## config.mk

```make
export PLATFORM = sky130hd
export DESIGN_NAME = game_seq_ctl_flat
export DESIGN_NICKNAME = d
export VERILOG_FILES = /design/src/rtl/game_seq_ctl_pkg.sv /design/src/rtl/game_seq_ctl_if.sv /design/src/rtl/game_seq_ctl_bcd_score_cnt.sv /design/src/rtl/game_seq_ctl.sv /design/src/flat_wrapper.sv
export SDC_FILE = /design/constraint.sdc
export NUM_CORES = 1
export LEC_CHECK = 0
export CAP_MARGIN = 10
export CORE_UTILIZATION = 50
export CTS_BUF_LIST = sky130_fd_sc_hd__clkbuf_8 sky130_fd_sc_hd__clkbuf_16
export CTS_CLUSTER_DIAMETER = 120
export DETAILED_ROUTE_END_ITERATION = 10
export PLACE_DENSITY = 0.84
export SLEW_MARGIN = 5
export SYNTH_ARGS = -nofsm -noshare
export SYNTH_HDL_FRONTEND = slang
export SYNTH_SLANG_ARGS = --single-unit
export TNS_END_PERCENT = 10
```

## constraint.sdc

```tcl
create_clock -name clk -period 3.7 [get_ports clk]
set_input_delay 0.74 -clock clk [delete_from_list [all_inputs] [get_ports clk]]
set_output_delay 0.74 -clock clk [all_outputs]
set_load 0.02 [all_outputs]
```

## src/rtl/game_seq_ctl_pkg.sv

```systemverilog
// Shared types and constants for the game sequencer slice.
// The optional score counter is enabled by defining GAME_SCORE_EN.
package game_pkg;

  typedef enum logic [2:0] {
    IDLE       = 3'd0,
    PLAY       = 3'd1,
    HIT        = 3'd2,
    WAVE_PAUSE = 3'd3,
    GAME_OVER  = 3'd4
  } game_state_t;

  localparam int LIVES_INIT_DEF       = 3;
  localparam int HIT_FREEZE_TICKS_DEF = 120;
  localparam int WAVE_PAUSE_TICKS_DEF = 90;
  localparam int MAX_WAVE_DEF         = 15;

  localparam int LIVES_W      = 2;
  localparam int WAVE_W       = 4;
  localparam int SCORE_DIGITS = 4;
  localparam int SCORE_W      = 4 * SCORE_DIGITS;

  // The shared freeze/pause timer only ever holds values up to N-1.
  function automatic int tmr_width(input int a, input int b);
    int m;
    m = (a > b) ? a : b;
    return (m <= 2) ? 1 : $clog2(m);
  endfunction

endpackage

```

## src/rtl/game_seq_ctl_if.sv

```systemverilog
// Frame strobe, player/enemy events and session status between the
// game sequencer (slave) and the rest of the game (master).
interface game_seq_ctl_if;
  import game_pkg::*;

  logic                tick;
  logic                start_btn;
  logic                player_hit;
  logic                wave_cleared;
  logic                enemy_killed;
  game_state_t         state;
  logic                play_en;
  logic                field_rst;
  logic [LIVES_W-1:0]  lives;
  logic [WAVE_W-1:0]   wave;
  logic [SCORE_W-1:0]  score;

  modport master (
    output tick, start_btn, player_hit, wave_cleared, enemy_killed,
    input  state, play_en, field_rst, lives, wave, score
  );

  modport slave (
    input  tick, start_btn, player_hit, wave_cleared, enemy_killed,
    output state, play_en, field_rst, lives, wave, score
  );

endinterface

```

## src/rtl/game_seq_ctl_bcd_score_cnt.sv

```systemverilog
// Saturating multi-digit BCD kill counter; only built when GAME_SCORE_EN
// is defined.
`ifdef GAME_SCORE_EN
module bcd_score_cnt #(
  parameter int DIGITS = 4
) (
  input  logic                clk,
  input  logic                rst,
  input  logic                clr,
  input  logic                inc,
  output logic [4*DIGITS-1:0] score
);

  logic [4*DIGITS-1:0] score_q, score_d;
  logic                all_nine;
  logic                carry;

  always_comb begin
    score_d  = score_q;
    all_nine = 1'b1;
    carry    = 1'b1;
    for (int i = 0; i < DIGITS; i++) begin
      if (score_q[4*i +: 4] != 4'd9) all_nine = 1'b0;
    end
    if (clr) begin
      score_d = '0;
    end else if (inc && !all_nine) begin
      // Ripple the +1 upward until a digit absorbs it without wrapping.
      for (int i = 0; i < DIGITS; i++) begin
        if (carry) begin
          if (score_q[4*i +: 4] == 4'd9) begin
            score_d[4*i +: 4] = 4'd0;
          end else begin
            score_d[4*i +: 4] = score_q[4*i +: 4] + 4'd1;
            carry             = 1'b0;
          end
        end
      end
    end
  end

  always_ff @(posedge clk or posedge rst) begin
    if (rst) score_q <= '0;
    else     score_q <= score_d;
  end

  assign score = score_q;

endmodule
`endif

```

## src/rtl/game_seq_ctl.sv

```systemverilog
// Session state machine: attract, play, respawn freeze, wave pause, game over.
// Define GAME_SCORE_EN to include the BCD score counter; otherwise score is 0.
module game_seq_ctl
  import game_pkg::*;
#(
  parameter int LIVES_INIT       = LIVES_INIT_DEF,
  parameter int HIT_FREEZE_TICKS = HIT_FREEZE_TICKS_DEF,
  parameter int WAVE_PAUSE_TICKS = WAVE_PAUSE_TICKS_DEF,
  parameter int MAX_WAVE         = MAX_WAVE_DEF
) (
  input logic           clk,
  input logic           rst,
  game_seq_ctl_if.slave gi
);

  localparam int                 TMR_W      = tmr_width(HIT_FREEZE_TICKS, WAVE_PAUSE_TICKS);
  localparam logic [TMR_W-1:0]   HIT_LAST   = TMR_W'(HIT_FREEZE_TICKS - 1);
  localparam logic [TMR_W-1:0]   WAVE_LAST  = TMR_W'(WAVE_PAUSE_TICKS - 1);
  localparam logic [LIVES_W-1:0] LIVES_LOAD = LIVES_W'(LIVES_INIT);
  localparam logic [LIVES_W-1:0] LIVES_ONE  = LIVES_W'(1);
  localparam logic [WAVE_W-1:0]  WAVE_MAX   = WAVE_W'(MAX_WAVE);

  game_state_t        state_q, state_d;
  logic [LIVES_W-1:0] lives_q, lives_d;
  logic [WAVE_W-1:0]  wave_q, wave_d;
  logic [TMR_W-1:0]   tmr_q, tmr_d;
  logic               play_en_q, field_rst_q;
  logic               play_en_d, field_rst_d;
  logic               start_btn_q;
  logic               start_rise;
  logic               score_clr, score_inc;
  logic [SCORE_W-1:0] score_q;

  // A held button yields a single rise because start_btn_q follows it.
  assign start_rise = gi.start_btn & ~start_btn_q;

  // NOTE: every signal assigned here gets a default first so no latch is inferred.
  always_comb begin
    state_d   = state_q;
    lives_d   = lives_q;
    wave_d    = wave_q;
    tmr_d     = tmr_q;
    score_clr = 1'b0;
    score_inc = 1'b0;
    unique case (state_q)
      IDLE: begin
        if (start_rise) begin
          state_d   = PLAY;
          lives_d   = LIVES_LOAD;
          wave_d    = '0;
          score_clr = 1'b1;
        end
      end
      PLAY: begin
        tmr_d     = '0;
        score_inc = gi.enemy_killed;
        if (gi.player_hit) begin
          if (lives_q > LIVES_ONE) begin
            state_d = HIT;
            lives_d = lives_q - LIVES_ONE;
          end else begin
            state_d = GAME_OVER;
            lives_d = '0;
          end
        end else if (gi.wave_cleared) begin
          state_d = WAVE_PAUSE;
          if (wave_q != WAVE_MAX) wave_d = wave_q + WAVE_W'(1);
        end
      end
      HIT: begin
        if (gi.tick) begin
          if (tmr_q == HIT_LAST) state_d = PLAY;
          else                   tmr_d   = tmr_q + TMR_W'(1);
        end
      end
      WAVE_PAUSE: begin
        if (gi.tick) begin
          if (tmr_q == WAVE_LAST) state_d = PLAY;
          else                    tmr_d   = tmr_q + TMR_W'(1);
        end
      end
      GAME_OVER: begin
        if (start_rise) state_d = IDLE;
      end
      default: state_d = IDLE;
    endcase
    play_en_d   = (state_d == PLAY);
    field_rst_d = (state_d == PLAY) && (state_q != PLAY);
  end

  // NOTE: sequential state uses non-blocking assignments so every register
  // samples the pre-edge values regardless of statement order.
  always_ff @(posedge clk or posedge rst) begin
    if (rst) begin
      state_q     <= IDLE;
      lives_q     <= '0;
      wave_q      <= '0;
      tmr_q       <= '0;
      play_en_q   <= 1'b0;
      field_rst_q <= 1'b0;
      start_btn_q <= 1'b0;
    end else begin
      state_q     <= state_d;
      lives_q     <= lives_d;
      wave_q      <= wave_d;
      tmr_q       <= tmr_d;
      play_en_q   <= play_en_d;
      field_rst_q <= field_rst_d;
      start_btn_q <= gi.start_btn;
    end
  end

`ifdef GAME_SCORE_EN
  bcd_score_cnt #(
    .DIGITS (SCORE_DIGITS)
  ) u_score (
    .clk   (clk),
    .rst   (rst),
    .clr   (score_clr),
    .inc   (score_inc),
    .score (score_q)
  );
`else
  logic unused_score;
  assign unused_score = ^{score_clr, score_inc};
  assign score_q      = '0;
`endif

  assign gi.state     = state_q;
  assign gi.play_en   = play_en_q;
  assign gi.field_rst = field_rst_q;
  assign gi.lives     = lives_q;
  assign gi.wave      = wave_q;
  assign gi.score     = score_q;

endmodule

```

## src/flat_wrapper.sv

```systemverilog
// flat-port wrapper written by rule: the top's interface ports become plain ports
module game_seq_ctl_flat import game_pkg::*;
#(
  parameter int LIVES_INIT       = LIVES_INIT_DEF,
  parameter int HIT_FREEZE_TICKS = HIT_FREEZE_TICKS_DEF,
  parameter int WAVE_PAUSE_TICKS = WAVE_PAUSE_TICKS_DEF,
  parameter int MAX_WAVE         = MAX_WAVE_DEF
)
  (clk, rst, gi_tick, gi_start_btn, gi_player_hit, gi_wave_cleared, gi_enemy_killed, gi_state, gi_play_en, gi_field_rst, gi_lives, gi_wave, gi_score);
  game_seq_ctl_if gi_i ();
  input logic clk;
  input logic rst;
  input wire logic [$bits(gi_i.tick)-1:0] gi_tick;
  input wire logic [$bits(gi_i.start_btn)-1:0] gi_start_btn;
  input wire logic [$bits(gi_i.player_hit)-1:0] gi_player_hit;
  input wire logic [$bits(gi_i.wave_cleared)-1:0] gi_wave_cleared;
  input wire logic [$bits(gi_i.enemy_killed)-1:0] gi_enemy_killed;
  output wire logic [$bits(gi_i.state)-1:0] gi_state;
  output wire logic [$bits(gi_i.play_en)-1:0] gi_play_en;
  output wire logic [$bits(gi_i.field_rst)-1:0] gi_field_rst;
  output wire logic [$bits(gi_i.lives)-1:0] gi_lives;
  output wire logic [$bits(gi_i.wave)-1:0] gi_wave;
  output wire logic [$bits(gi_i.score)-1:0] gi_score;
  assign gi_i.tick = gi_tick;
  assign gi_i.start_btn = gi_start_btn;
  assign gi_i.player_hit = gi_player_hit;
  assign gi_i.wave_cleared = gi_wave_cleared;
  assign gi_i.enemy_killed = gi_enemy_killed;
  assign gi_state = gi_i.state;
  assign gi_play_en = gi_i.play_en;
  assign gi_field_rst = gi_i.field_rst;
  assign gi_lives = gi_i.lives;
  assign gi_wave = gi_i.wave;
  assign gi_score = gi_i.score;
  game_seq_ctl #(.LIVES_INIT(LIVES_INIT), .HIT_FREEZE_TICKS(HIT_FREEZE_TICKS), .WAVE_PAUSE_TICKS(WAVE_PAUSE_TICKS), .MAX_WAVE(MAX_WAVE)) u_core (.clk(clk), .rst(rst), .gi(gi_i));
endmodule
```

==> run summary, run 1 <==
POWER
----------------------------------------------------------------------------------------
Total power of the final layout                                                   884 µW
Worst vdd rail ir drop                                                        0.000481 V
Reported leakage power                                                       0.000597 µW
Power per Cell Area                                                           684 nW/µm²

SYNTH
----------------------------------------------------------------------------------------
Yosys synthesis warning count                                                          0
Gate count of the mapped netlist                                                     124
Yosys cell types                                                                      38
Number of enable-type register cells in the synthesized netlist                        0
Sequential fraction of the synthesis area                                          0.418
Register bit total from synthesis                                                     19
Fraction of registers with async set or reset after synthesis                       1.00
Area contributors post-synth                                                sky130_fd_sc_hd__dfrtp_1 (42%), sky130_fd_sc_hd__buf_4 (11%), sky130_fd_sc_hd__nand2_1 (4.0%), sky130_fd_sc_hd__nand3_1 (3.5%), sky130_fd_sc_hd__ha_1 (3.3%)
Post-synth design cell area                                                     1140 µm²
Largest area contributor in the netlist                                     sky130_fd_sc_hd__dfrtp_1
Most frequently used cell type in the post-synthesis netlist                sky130_fd_sc_hd__dfrtp_1
Fraction of post-synthesis cell area in the top cell type by area                  0.418
Mean instance size in the synthesized netlist                                   9.17 µm²
Cell types with the highest counts after synthesis                          sky130_fd_sc_hd__dfrtp_1 (19), sky130_fd_sc_hd__buf_4 (16), sky130_fd_sc_hd__nand2_1 (12), sky130_fd_sc_hd__nand3_1 (8), sky130_fd_sc_hd__inv_1 (7)
Main flop type after synthesis                                              sky130_fd_sc_hd__dfrtp_1

DIE
----------------------------------------------------------------------------------------
Cell Rows                                                                             16
Starting density of the core                                                       0.557
Core footprint                                                                  2040 µm²
Io pins                                                                               34
Die Footprint                                                                   2470 µm²
DIE WIDTH                                                                        49.7 µm
Die H                                                                            49.7 µm

STA
----------------------------------------------------------------------------------------
RSZ-0062 raised after global routing                                               false
Final hold violation count                                                             0
Worst Hold Slack                                                                0.524 ns
Final Setup Violations                                                                 0
Post-Route Setup TNS                                                                0 ns
Worst Clk Skew                                                                0.00142 ns
Max-slew violation count                                                               0
Final Critical Period                                                            2.22 ns
Achievable clock frequency                                                       450 MHz
Transition time of the tightest slew-check pin                                  0.707 ns
Share of the clock period used by the worst path                                   0.600
Worst rel slew slack                                                               0.528

CLOCKING
----------------------------------------------------------------------------------------
Clock Sinks                                                                           19
CTS Root Buffer Type                                                        sky130_fd_sc_hd__clkbuf_8
Postcts setup bufs                                                                     0
H-tree Lvls                                                                            1
CTS buffer count                                                                       3
Hold-fix buffers at CTS                                                                0
Maximum number of buffers from clock root to sink                                      2
Register clock-pin slew on the reported worst setup and hold paths               0.07 ns
PostCTS Resize Cnt                                                                     0
TritonCTS clock tree                                                               built
Latest clock arrival within the worst-skew pair                                  0.26 ns

GLOBAL ROUTE
----------------------------------------------------------------------------------------
Total routing usage reported by global routing                                     0.190
Pin count of the biggest net entering global routing                                  20
Wire length of the first global-routing pass                                     3440 µm
Via count of the first global-routing pass                                           784
Remaining global-route overflow                                                        0
Initial antenna violation count                                                        0

FINISH
----------------------------------------------------------------------------------------
# nets final                                                                         151
Count of antenna diodes in the layout                                                  0
Fillers                                                                              185
Register area                                                                    475 µm²
Number of cells in the finished layout apart from fillers                            167
Area added between synthesis and finish                                            13.6%
Share of post-route cells with drive strength above 1                             0.0643
Post-route design area                                                          1290 µm²
Area of combinational cells with multiple inputs                                 551 µm²

SETUP PATH
----------------------------------------------------------------------------------------
Peak per-stage delay on the critical path                                        0.68 ns
Worst reg2reg startpoint                                                    u_core.tmr_q[0]
Arrival time reported for the critical path endpoint                             1.48 ns
Reg-to-Reg End                                                              u_core.tmr_q[6]
Endpoint type of the worst setup path                                       primary output
Critical-path maximum fanout                                                          10
Reg2reg setup slack                                                              1.75 ns
Worst-path cell with the longest stage delay                                sky130_fd_sc_hd__clkdlybuf4s50_1
Worst r2r path cells                                                                   6
Cell class contributing the biggest share of worst-path delay               buffers and inverters
Critical path cell sequence                                                 clkdlybuf4s50_1
Launching element type of the critical path                                    flip-flop
Critical path class                                                           reg -> out
WP buf/inv                                                                             1
Required time at the worst-slack endpoint                                        2.96 ns

DETAILED ROUTING
----------------------------------------------------------------------------------------
Count of nets left with antenna violations after detail routing                        0
Vias                                                                                 894
Detailed Route Iter0 Violations                                                       10
Number of vias per cell after detailed routing                                      5.35
Detailed Routing Iterations Pass 1                                                     4
Detailed-route wire length                                                       2120 µm
Number of design rule violations left after detail routing                             0
Average wire per cell in the routed design                                       12.7 µm

STATUS
----------------------------------------------------------------------------------------
Outcome                                                                     complete, no violations

MIN PATH
----------------------------------------------------------------------------------------
Instance count along the most critical hold path                                       1
End point of the worst hold path                                            u_core.gi.lives[0]
Class of the worst hold path                                                  reg -> reg
Critical hold path startpoint                                               u_core.gi.lives[0]

JOB
----------------------------------------------------------------------------------------
Number of max-cap violations                                                           0

PLACED DESIGN
----------------------------------------------------------------------------------------
Instance area at placement                                                      1250 µm²
Number of buffers added on ports                                                      16
Cell Count Post-Placement                                                            163
Final estimated routing congestion in global placement                             0.837
Total half-perimeter wirelength after legalization and detailed placement        1560 µm

## stage by stage
| stage | setup WS (ns) | utilization |
|---|---|---|
| 2_1_floorplan | 1.95 | - |
| 3_3_place_gp | 1.30 | 0.610 |
| 3_5_place_dp | 1.27 | 0.610 |
| 4_1_cts | 1.48 | 0.633 |
| 5_1_grt | 1.43 | 0.633 |
| 6_report | 1.48 | 0.633 |
## state kept, by name, indices dropped and copies added, names as in the netlist
name / count
u_core.gi.field_rst: 1
u_core.gi.lives: 2
u_core.gi.play_en: 1
u_core.gi.state: 3
u_core.gi.wave: 4
u_core.start_btn_q: 1
u_core.tmr_q: 7
## kinds of logic after synthesis
family | share of synthesized area
DFF | 0.418
adders and majority gates | 0.0330
other | 0.00330
muxes | 0.00880
and+or+nand+nor | 0.246
AOI/OAI and AO/OA | 0.128
buffers and inverters | 0.147
xor gates and xnor gates | 0.0154
## layer usage
metal | up-vias | routed length [µm] | GRT usage | part of all wire
li1 | 431 | - | - | -
met1 | 428 | 1010 | 0.233 | 0.48
met2 | 31 | 960 | 0.297 | 0.45
met3 | 4 | 110 | 0.0648 | 0.052
met4 | 0 | 32 | 0.0857 | 0.015
met5 | - | 0 | 0 | 0
## how the worst max path moves through the flow
stage                            start               to  slack (ns)  cells past startpoint
floorplan              u_core.tmr_q[0]  u_core.tmr_q[6]        1.95                      6
global placement               gi_tick  u_core.tmr_q[6]        1.30                      5
detailed placement             gi_tick  u_core.tmr_q[6]        1.27                      5
CTS                 u_core.gi.state[0]      gi_state[0]        1.48                      1
global route        u_core.gi.state[2]      gi_state[2]        1.43                      1
finish              u_core.gi.state[0]      gi_state[0]        1.48                      1
## worst reg2reg max path, delay by kind of cell (launching register included)
| family | cells | cell delay [ns] |
|---|---|---|
| AOI/OAI and AO/OA | 3 | 0.58 |
| adders and majority gates | 1 | 0.25 |
| DFF | 1 | 0.43 |
| and+or+nand+nor | 2 | 0.63 |
## layout by cell type (no fill, tap or decap), drive strengths merged, types with 2 or more instances in the layout
cell type | Yosys | routed
clkdlybuf4s50 | 0 | 16
nand2b | 2 | 2
o21ai | 4 | 4
nor3 | 3 | 3
nand2 | 12 | 12
and3 | 2 | 2
dfrtp | 19 | 19
nor2 | 6 | 6
ha | 3 | 3
or4 | 3 | 3
nand3 | 8 | 8
conb | 1 | 16
a21oi | 6 | 6
o211ai | 3 | 3
inv | 7 | 7
or2 | 2 | 2
or3 | 2 | 2
nor2b | 3 | 3
clkbuf | 0 | 3
o31ai | 3 | 3
xor2 | 2 | 2
## report_power, final
group	internal, µW	total, µW	switching [µW]
sequential	266	341	75.2
clock	74.9	146	70.7
combinational	178	397	219
## area by class of cell
class                           count  area share
Inverter                            7      0.0203
Tap cell                           27      0.0261
Clock buffer                        3      0.0319
Timing Repair Buffer               16       0.124
Clock inverter                      1     0.00387
Sequential cell                    19       0.368
Multi-Input combinational cell     94       0.426
Power figures use the tool's default switching activity.
==> run 2, diff against run 1 <==
CORE_UTILIZATION = 42   (was 50)
PLACE_DENSITY = 0.75   (was 0.84)
clock period = 1.9 ns   (was 3.7 ns; I/O delays follow)
==> run 2 against run 1 <==
Net effect: global-route usage is 0.91 points lower; via count up 1.9%; sequential share of layout area shrank 1.4 points; design area grew 4.5%; wire length is 4.2% higher; non-clock buffer count up 6; clock skew increased by 0.00063 ns; clock power up 85%; total power increased by 100%; critical path depth up 6; critical path type is now reg -> reg; critical endpoint is now u_core.tmr_q[2]; largest cell class unchanged; largest power group unchanged.
==> run summary, run 2 (synthesized netlist as in run 1, its figures left out) <==
STATUS
----------------------------------------------------------------------------------------
Outcome                                                                     complete, no violations

GLOBAL ROUTE
----------------------------------------------------------------------------------------
Pin count of the biggest net entering global routing                                  20   unchanged
Initial antenna violation count                                                        0   unchanged
Wire length of the first global-routing pass                                     3680 µm   +7.2%
Via count of the first global-routing pass                                           840   +7.1%
Total routing usage reported by global routing                                     0.181   -0.00912
Remaining global-route overflow                                                        0   unchanged

POWER
----------------------------------------------------------------------------------------
Part of the total power dissipated in sequential elements                          0.376   -0.010
Worst vdd rail ir drop                                                        0.000808 V   +68%
Power spent charging and discharging nets                                         718 µW   +97%
Reported leakage power                                                       0.000624 µW   +4.6%
Clock share of power                                                               0.151   -0.014
Logic gate share of total power                                                    0.473   +0.024
Fraction of power spent switching nets                                             0.401   -0.0116
Internal power                                                                   1070 µW   +110%
Power per Cell Area                                                          1330 nW/µm²   +94%

PLACED DESIGN
----------------------------------------------------------------------------------------
Number of buffers added on ports                                                      16   unchanged
Final estimated routing congestion in global placement                             0.870   +3.9%
Total half-perimeter wirelength after legalization and detailed placement        1630 µm   +4.5%

SETUP PATH
----------------------------------------------------------------------------------------
Required time at the worst-slack endpoint                                        2.09 ns   -0.87 ns
Critical-path maximum fanout                                                           6   -4
Worst-path cell with the longest stage delay                                sky130_fd_sc_hd__dfrtp_1
Arrival time reported for the critical path endpoint                             2.02 ns   +0.54 ns
Endpoint type of the worst setup path                                          flip-flop
Peak per-stage delay on the critical path                                        0.43 ns   -0.25 ns
Reg-to-Reg End                                                              u_core.tmr_q[2]
Launching element type of the critical path                                    flip-flop
WP buf/inv                                                                             1   unchanged
Reg2reg setup slack                                                              0.08 ns   -1.67 ns
Worst r2r path cells                                                                   7   +1
Critical path class                                                           reg -> reg
Critical path cell sequence                                                 ha_2 > nand4b_1 > o211ai_1 > a31o_2 > buf_4 > or4_1 > nand2_1
Cell class contributing the biggest share of worst-path delay               simple AND/OR/NAND/NOR gates
Worst reg2reg startpoint                                                    u_core.tmr_q[0]

FINISH
----------------------------------------------------------------------------------------
Count of antenna diodes in the layout                                                  0   unchanged
Largest register by flop count                                              u_core.tmr_q
Commonest non-fill, non-tap cell in the layout                              sky130_fd_sc_hd__dfrtp_1
Area added between synthesis and finish                                            18.7%
Post-layout utilization of the core                                                0.535   -0.0977
Fillers                                                                              232   +25%
Flip-flop count of the largest register, all copies and words added                    7   unchanged
Share of post-route cells with drive strength above 1                              0.123   +0.0590
Commonest non-fill, non-tap cells in the layout                             sky130_fd_sc_hd__dfrtp_1 (17), sky130_fd_sc_hd__conb_1 (16), sky130_fd_sc_hd__clkdlybuf4s50_1 (16)
# nets final                                                                         157   +4.0%

STA
----------------------------------------------------------------------------------------
Final Setup Violations                                                                 0   unchanged
Post-Route Setup TNS                                                                0 ns   unchanged
Worst Clk Skew                                                                0.00205 ns   +0.000627 ns
Max-slew violation count                                                               0   unchanged
Final hold violation count                                                             0   unchanged
Share of the clock period used by the worst path                                   0.960
RSZ-0062 raised after global routing                                               false
Achievable clock frequency                                                       548 MHz
Final Critical Period                                                            1.82 ns
Worst Hold Slack                                                                0.445 ns   -0.0786 ns

CLOCKING
----------------------------------------------------------------------------------------
Maximum number of buffers from clock root to sink                                      2   unchanged
H-tree Lvls                                                                            1   unchanged
Clock Sinks                                                                           19   unchanged
CTS Root Buffer Type                                                        sky130_fd_sc_hd__clkbuf_8
CTS buffer count                                                                       3   unchanged
Latest clock arrival within the worst-skew pair                                  0.25 ns   about the same
TritonCTS clock tree                                                               built
Register clock-pin slew on the reported worst setup and hold paths               0.07 ns   about the same

DETAILED ROUTING
----------------------------------------------------------------------------------------
Average wire per cell in the routed design                                       12.5 µm   -1.2%
Number of design rule violations left after detail routing                             0   unchanged
Detailed-route wire length                                                       2210 µm   +4.2%
Vias                                                                                 911   +1.9%
Detailed Routing Iterations Pass 1                                                     4   unchanged
Number of vias per cell after detailed routing                                      5.18   -3.3%
Count of nets left with antenna violations after detail routing                        0   unchanged
Detailed Route Iter0 Violations                                                       11   +1

DIE
----------------------------------------------------------------------------------------
Die H                                                                            54.0 µm   +8.7%
Core footprint                                                                  2520 µm²   +24%
DIE WIDTH                                                                        54.0 µm   +8.7%
Cell Rows                                                                             18   +2
Io pins                                                                               34   unchanged
Starting density of the core                                                       0.451   -0.106
Die Footprint                                                                   2920 µm²   +18%

MIN PATH
----------------------------------------------------------------------------------------
Class of the worst hold path                                                 in -> async

JOB
----------------------------------------------------------------------------------------
Number of max-cap violations                                                           0   unchanged

==> run 2: routing by layer <==
metal,part of all wire,routed length [µm],global-route usage,vias to the layer above
met5,0,0,0,-
met4,0.017,37,0.0940,0
met3,0.033,72,0.0254,4
met2,0.49,1090,0.278,28
met1,0.46,1010,0.245,439
li1,-,-,-,440
==> run 2: worst max-delay path by stage <==
stage | from | endpoint | slack, ns | cells past startpoint
floorplan | u_core.tmr_q[0] | u_core.tmr_q[6] | 0.15 | 6
global placement | gi_tick | u_core.tmr_q[6] | -0.09 | 5
detailed placement | gi_tick | u_core.tmr_q[6] | -0.12 | 5
CTS | u_core.tmr_q[0] | u_core.tmr_q[6] | 0.01 | 6
global route | u_core.tmr_q[0] | u_core.tmr_q[0] | 0.002 | 8
finish | u_core.tmr_q[0] | u_core.tmr_q[2] | 0.08 | 7
==> run 2: worst register-to-register path, stage by stage (launching register included) <==
cell                       delay, ns
sky130_fd_sc_hd__dfrtp_1        0.43
sky130_fd_sc_hd__ha_2           0.21
sky130_fd_sc_hd__nand4b_1       0.13
sky130_fd_sc_hd__o211ai_1       0.11
sky130_fd_sc_hd__a31o_2         0.28
sky130_fd_sc_hd__buf_4          0.15
sky130_fd_sc_hd__or4_1          0.39
sky130_fd_sc_hd__nand2_1        0.07
==> run 2: repair_timing <==
action	in CTS	in global routing
resized for setup	0	4
setup endpoints to repair	2	7
buffers inserted	1	0
pin swaps	0	3
hold buffers	0	0
==> run 2: area by class of cell <==
| cell class | instances | area [µm²] | share of cell area |
|---|---|---|---|
| tap | 30 | 37.5 | 0.0278 |
| clock inverter | 1 | 3.75 | 0.00278 |
| inverter | 7 | 26.3 | 0.0195 |
| sequential | 19 | 478 | 0.354 |
| timing repair buffer | 22 | 205 | 0.152 |
| clock buffer | 3 | 41.3 | 0.0306 |
| multi-input combinational | 94 | 558 | 0.413 |
==> run 2: power groups by stage <==
stage / clock network, µW / logic, µW / registers, µW
final: 270 / 847 / 673
after global routing: 297 / 936 / 692
after CTS: 277 / 834 / 667
after detailed placement: 0 / 830 / 671
after global placement: 0 / 814 / 664
after floorplan: 0 / 489 / 725
==> run 2: through the flow <==
| step | setup slack (ns) | area (µm²) | cells | power, µW |
|---|---|---|---|---|
| after floorplan | 0.151 | 1190 | 139 | 1210 |
| after global placement | -0.0936 | 1290 | 171 | 1480 |
| after detailed placement | -0.119 | 1290 | 171 | 1500 |
| after CTS | 0.0131 | 1340 | 176 | 1780 |
| after global routing | 0.00162 | 1350 | 176 | 1920 |
| final | 0.0756 | 1350 | 176 | 1790 |
==> run 3, diff against run 2 <==
CORE_UTILIZATION = 43   (was 42)
CTS_BUF_LIST = sky130_fd_sc_hd__clkbuf_4 sky130_fd_sc_hd__clkbuf_8   (was sky130_fd_sc_hd__clkbuf_8 sky130_fd_sc_hd__clkbuf_16)
PLACE_DENSITY = 0.77   (was 0.75)
==> run 3 against run 2 <==
Net effect: via count rose by 0.88%; highest routed layer unchanged; clock skew rose by 0.0038 ns; global-route usage fell by 0.25 points; largest power group unchanged; register-to-register slack barely moved; clock-buffer cell count rose by 1.
==> run summary, run 3 (synthesized netlist as in run 1, its figures left out) <==
FINISH
----------------------------------------------------------------------------------------
Flip-flop count of the largest register, all copies and words added                    7   unchanged
Commonest non-fill, non-tap cells in the layout                             sky130_fd_sc_hd__conb_1 (16), sky130_fd_sc_hd__clkdlybuf4s50_1 (16), sky130_fd_sc_hd__dfrtp_1 (16)
Post-layout utilization of the core                                                0.546   +0.0112
Count of antenna diodes in the layout                                                  0   unchanged
Area added between synthesis and finish                                            19.0%
Share of post-route cells with drive strength above 1                              0.148   +0.0244
# nets final                                                                         160   +1.9%
Largest register by flop count                                              u_core.tmr_q

CLOCKING
----------------------------------------------------------------------------------------
CTS buffer count                                                                       3   unchanged
H-tree Lvls                                                                            1   unchanged
Latest clock arrival within the worst-skew pair                                  0.29 ns   +0.04 ns
CTS Root Buffer Type                                                        sky130_fd_sc_hd__clkbuf_4
Register clock-pin slew on the reported worst setup and hold paths               0.11 ns   +0.04 ns
TritonCTS clock tree                                                               built
Clock Sinks                                                                           19   unchanged
Maximum number of buffers from clock root to sink                                      2   unchanged

SETUP PATH
----------------------------------------------------------------------------------------
Launching element type of the critical path                                    flip-flop
Worst r2r path cells                                                                   6   -1
Endpoint type of the worst setup path                                          flip-flop
Critical-path maximum fanout                                                           7   +1
Reg2reg setup slack                                                              0.06 ns   about the same
Worst reg2reg startpoint                                                    u_core.tmr_q[0]
Required time at the worst-slack endpoint                                        2.13 ns   +0.04 ns
Reg-to-Reg End                                                              u_core.tmr_q[6]
Arrival time reported for the critical path endpoint                             2.06 ns   +0.04 ns
Critical path class                                                           reg -> reg

STA
----------------------------------------------------------------------------------------
Worst Clk Skew                                                                0.00589 ns   +0.00384 ns
Share of the clock period used by the worst path                                   0.966   +0.00616
Worst Setup Slack, final                                                       0.0638 ns   -0.0117 ns
Final hold violation count                                                             0   unchanged
Max-slew violation count                                                               0   unchanged
Achievable clock frequency                                                       545 MHz   -0.64%
Final Critical Period                                                            1.84 ns   +0.0117 ns
Worst Hold Slack                                                                0.391 ns   -0.0540 ns
RSZ-0062 raised after global routing                                                true
Final Setup Violations                                                                 0   unchanged

JOB
----------------------------------------------------------------------------------------
Number of max-cap violations                                                           0   unchanged

MIN PATH
----------------------------------------------------------------------------------------
Class of the worst hold path                                                 in -> async

PLACED DESIGN
----------------------------------------------------------------------------------------
Final estimated routing congestion in global placement                             0.833   -4.2%
Total half-perimeter wirelength after legalization and detailed placement        1730 µm   +5.8%
Post-placement worst setup slack                                               -0.114 ns   +0.00546 ns
Number of buffers added on ports                                                      16   unchanged

POWER
----------------------------------------------------------------------------------------
Total power of the final layout                                                  1760 µW   -1.7%
Reported leakage power                                                       0.000627 µW   +0.50%
Worst vdd rail ir drop                                                        0.000846 V   +4.6%
Power per Cell Area                                                          1300 nW/µm²   -2.0%

DETAILED ROUTING
----------------------------------------------------------------------------------------
Number of vias per cell after detailed routing                                      5.13   -0.81%
Detailed Routing Iterations Pass 1                                                     4   unchanged
Detailed-route wire length                                                       2260 µm   +2.5%
Number of design rule violations left after detail routing                             0   unchanged
Detailed Route Iter0 Violations                                                       25   +14
Count of nets left with antenna violations after detail routing                        0   unchanged
Vias                                                                                 919   +0.88%
Average wire per cell in the routed design                                       12.6 µm   +0.82%

GLOBAL ROUTE
----------------------------------------------------------------------------------------
Via count of the first global-routing pass                                           826   -1.7%
Remaining global-route overflow                                                        0   unchanged
Wire length of the first global-routing pass                                     3580 µm   -2.8%
Initial antenna violation count                                                        0   unchanged
Pin count of the biggest net entering global routing                                  20   unchanged
Total routing usage reported by global routing                                     0.178   -0.00252

DIE
----------------------------------------------------------------------------------------
Die Footprint                                                                   2850 µm²   -2.2%
Starting density of the core                                                       0.459   +0.00820
Core footprint                                                                  2480 µm²   -1.8%
Cell Rows                                                                             18   unchanged
Io pins                                                                               34   unchanged
Die H                                                                            53.4 µm   -1.1%
DIE WIDTH                                                                        53.4 µm   -1.1%

STATUS
----------------------------------------------------------------------------------------
Outcome                                                                     complete, no violations

[run 3: cell types whose count changed in the layout (fill, tap and decap cells not counted), sizes merged]
cell and change:
buf +3, clkbuf +1, inv -1
[run 3: per-stage QoR]
| stage | std cells | instance area, µm² | setup TNS [ns] |
|---|---|---|---|
| after floorplan | 139 | 1190 | 0 |
| after global placement | 173 | 1300 | -0.198 |
| after detailed placement | 173 | 1300 | -0.301 |
| after CTS | 177 | 1340 | 0 |
| after global routing | 179 | 1350 | -0.0303 |
| final | 179 | 1350 | 0 |
[run 3: worst max-delay path by stage]
stage,end,cells after the start,startpoint
floorplan,u_core.tmr_q[6],6,u_core.tmr_q[0]
global placement,u_core.tmr_q[6],5,gi_tick
detailed placement,u_core.tmr_q[6],5,gi_tick
CTS,gi_state[2],1,u_core.gi.state[2]
global route,u_core.tmr_q[2],7,u_core.tmr_q[0]
finish,u_core.tmr_q[6],6,u_core.tmr_q[0]
[run 3: per-layer routing]
metal  share of wire  GRT usage
met1            0.46      0.233
met2            0.49      0.281
met3           0.038     0.0316
met4          0.0062     0.0789
met5               0          0
[run 3: power by group]
part	switching (µW)	total, µW	internal (µW)
Clock	118	214	95.9
Combinational	442	872	429
Sequential	152	674	522
[run 3: timing repair]
action,4_1_cts,5_1_grt
hold buffers,0,0
pin swaps,0,2
setup buffers,0,2
gates resized for setup,2,2
endpoints found under the setup margin,2,7
[run 3: worst max-delay path, cell delays in order (launching register included)]
cell and delay (ns):
sky130_fd_sc_hd__dfrtp_1 0.44, sky130_fd_sc_hd__ha_2 0.21, sky130_fd_sc_hd__nand4b_1 0.12, sky130_fd_sc_hd__o211ai_1 0.09, sky130_fd_sc_hd__a31o_2 0.29, sky130_fd_sc_hd__or4_1 0.48, sky130_fd_sc_hd__a21oi_1 0.16
[run 3: layout make-up]
cell class                      instances  area [µm²]
Fill cell                             227        1120
Multi-Input combinational cell         94         553
Sequential cell                        19         479
Timing Repair Buffer                   25         228
Tap cell                               30        37.5
Clock buffer                            4        30.0
Inverter                                7        26.3
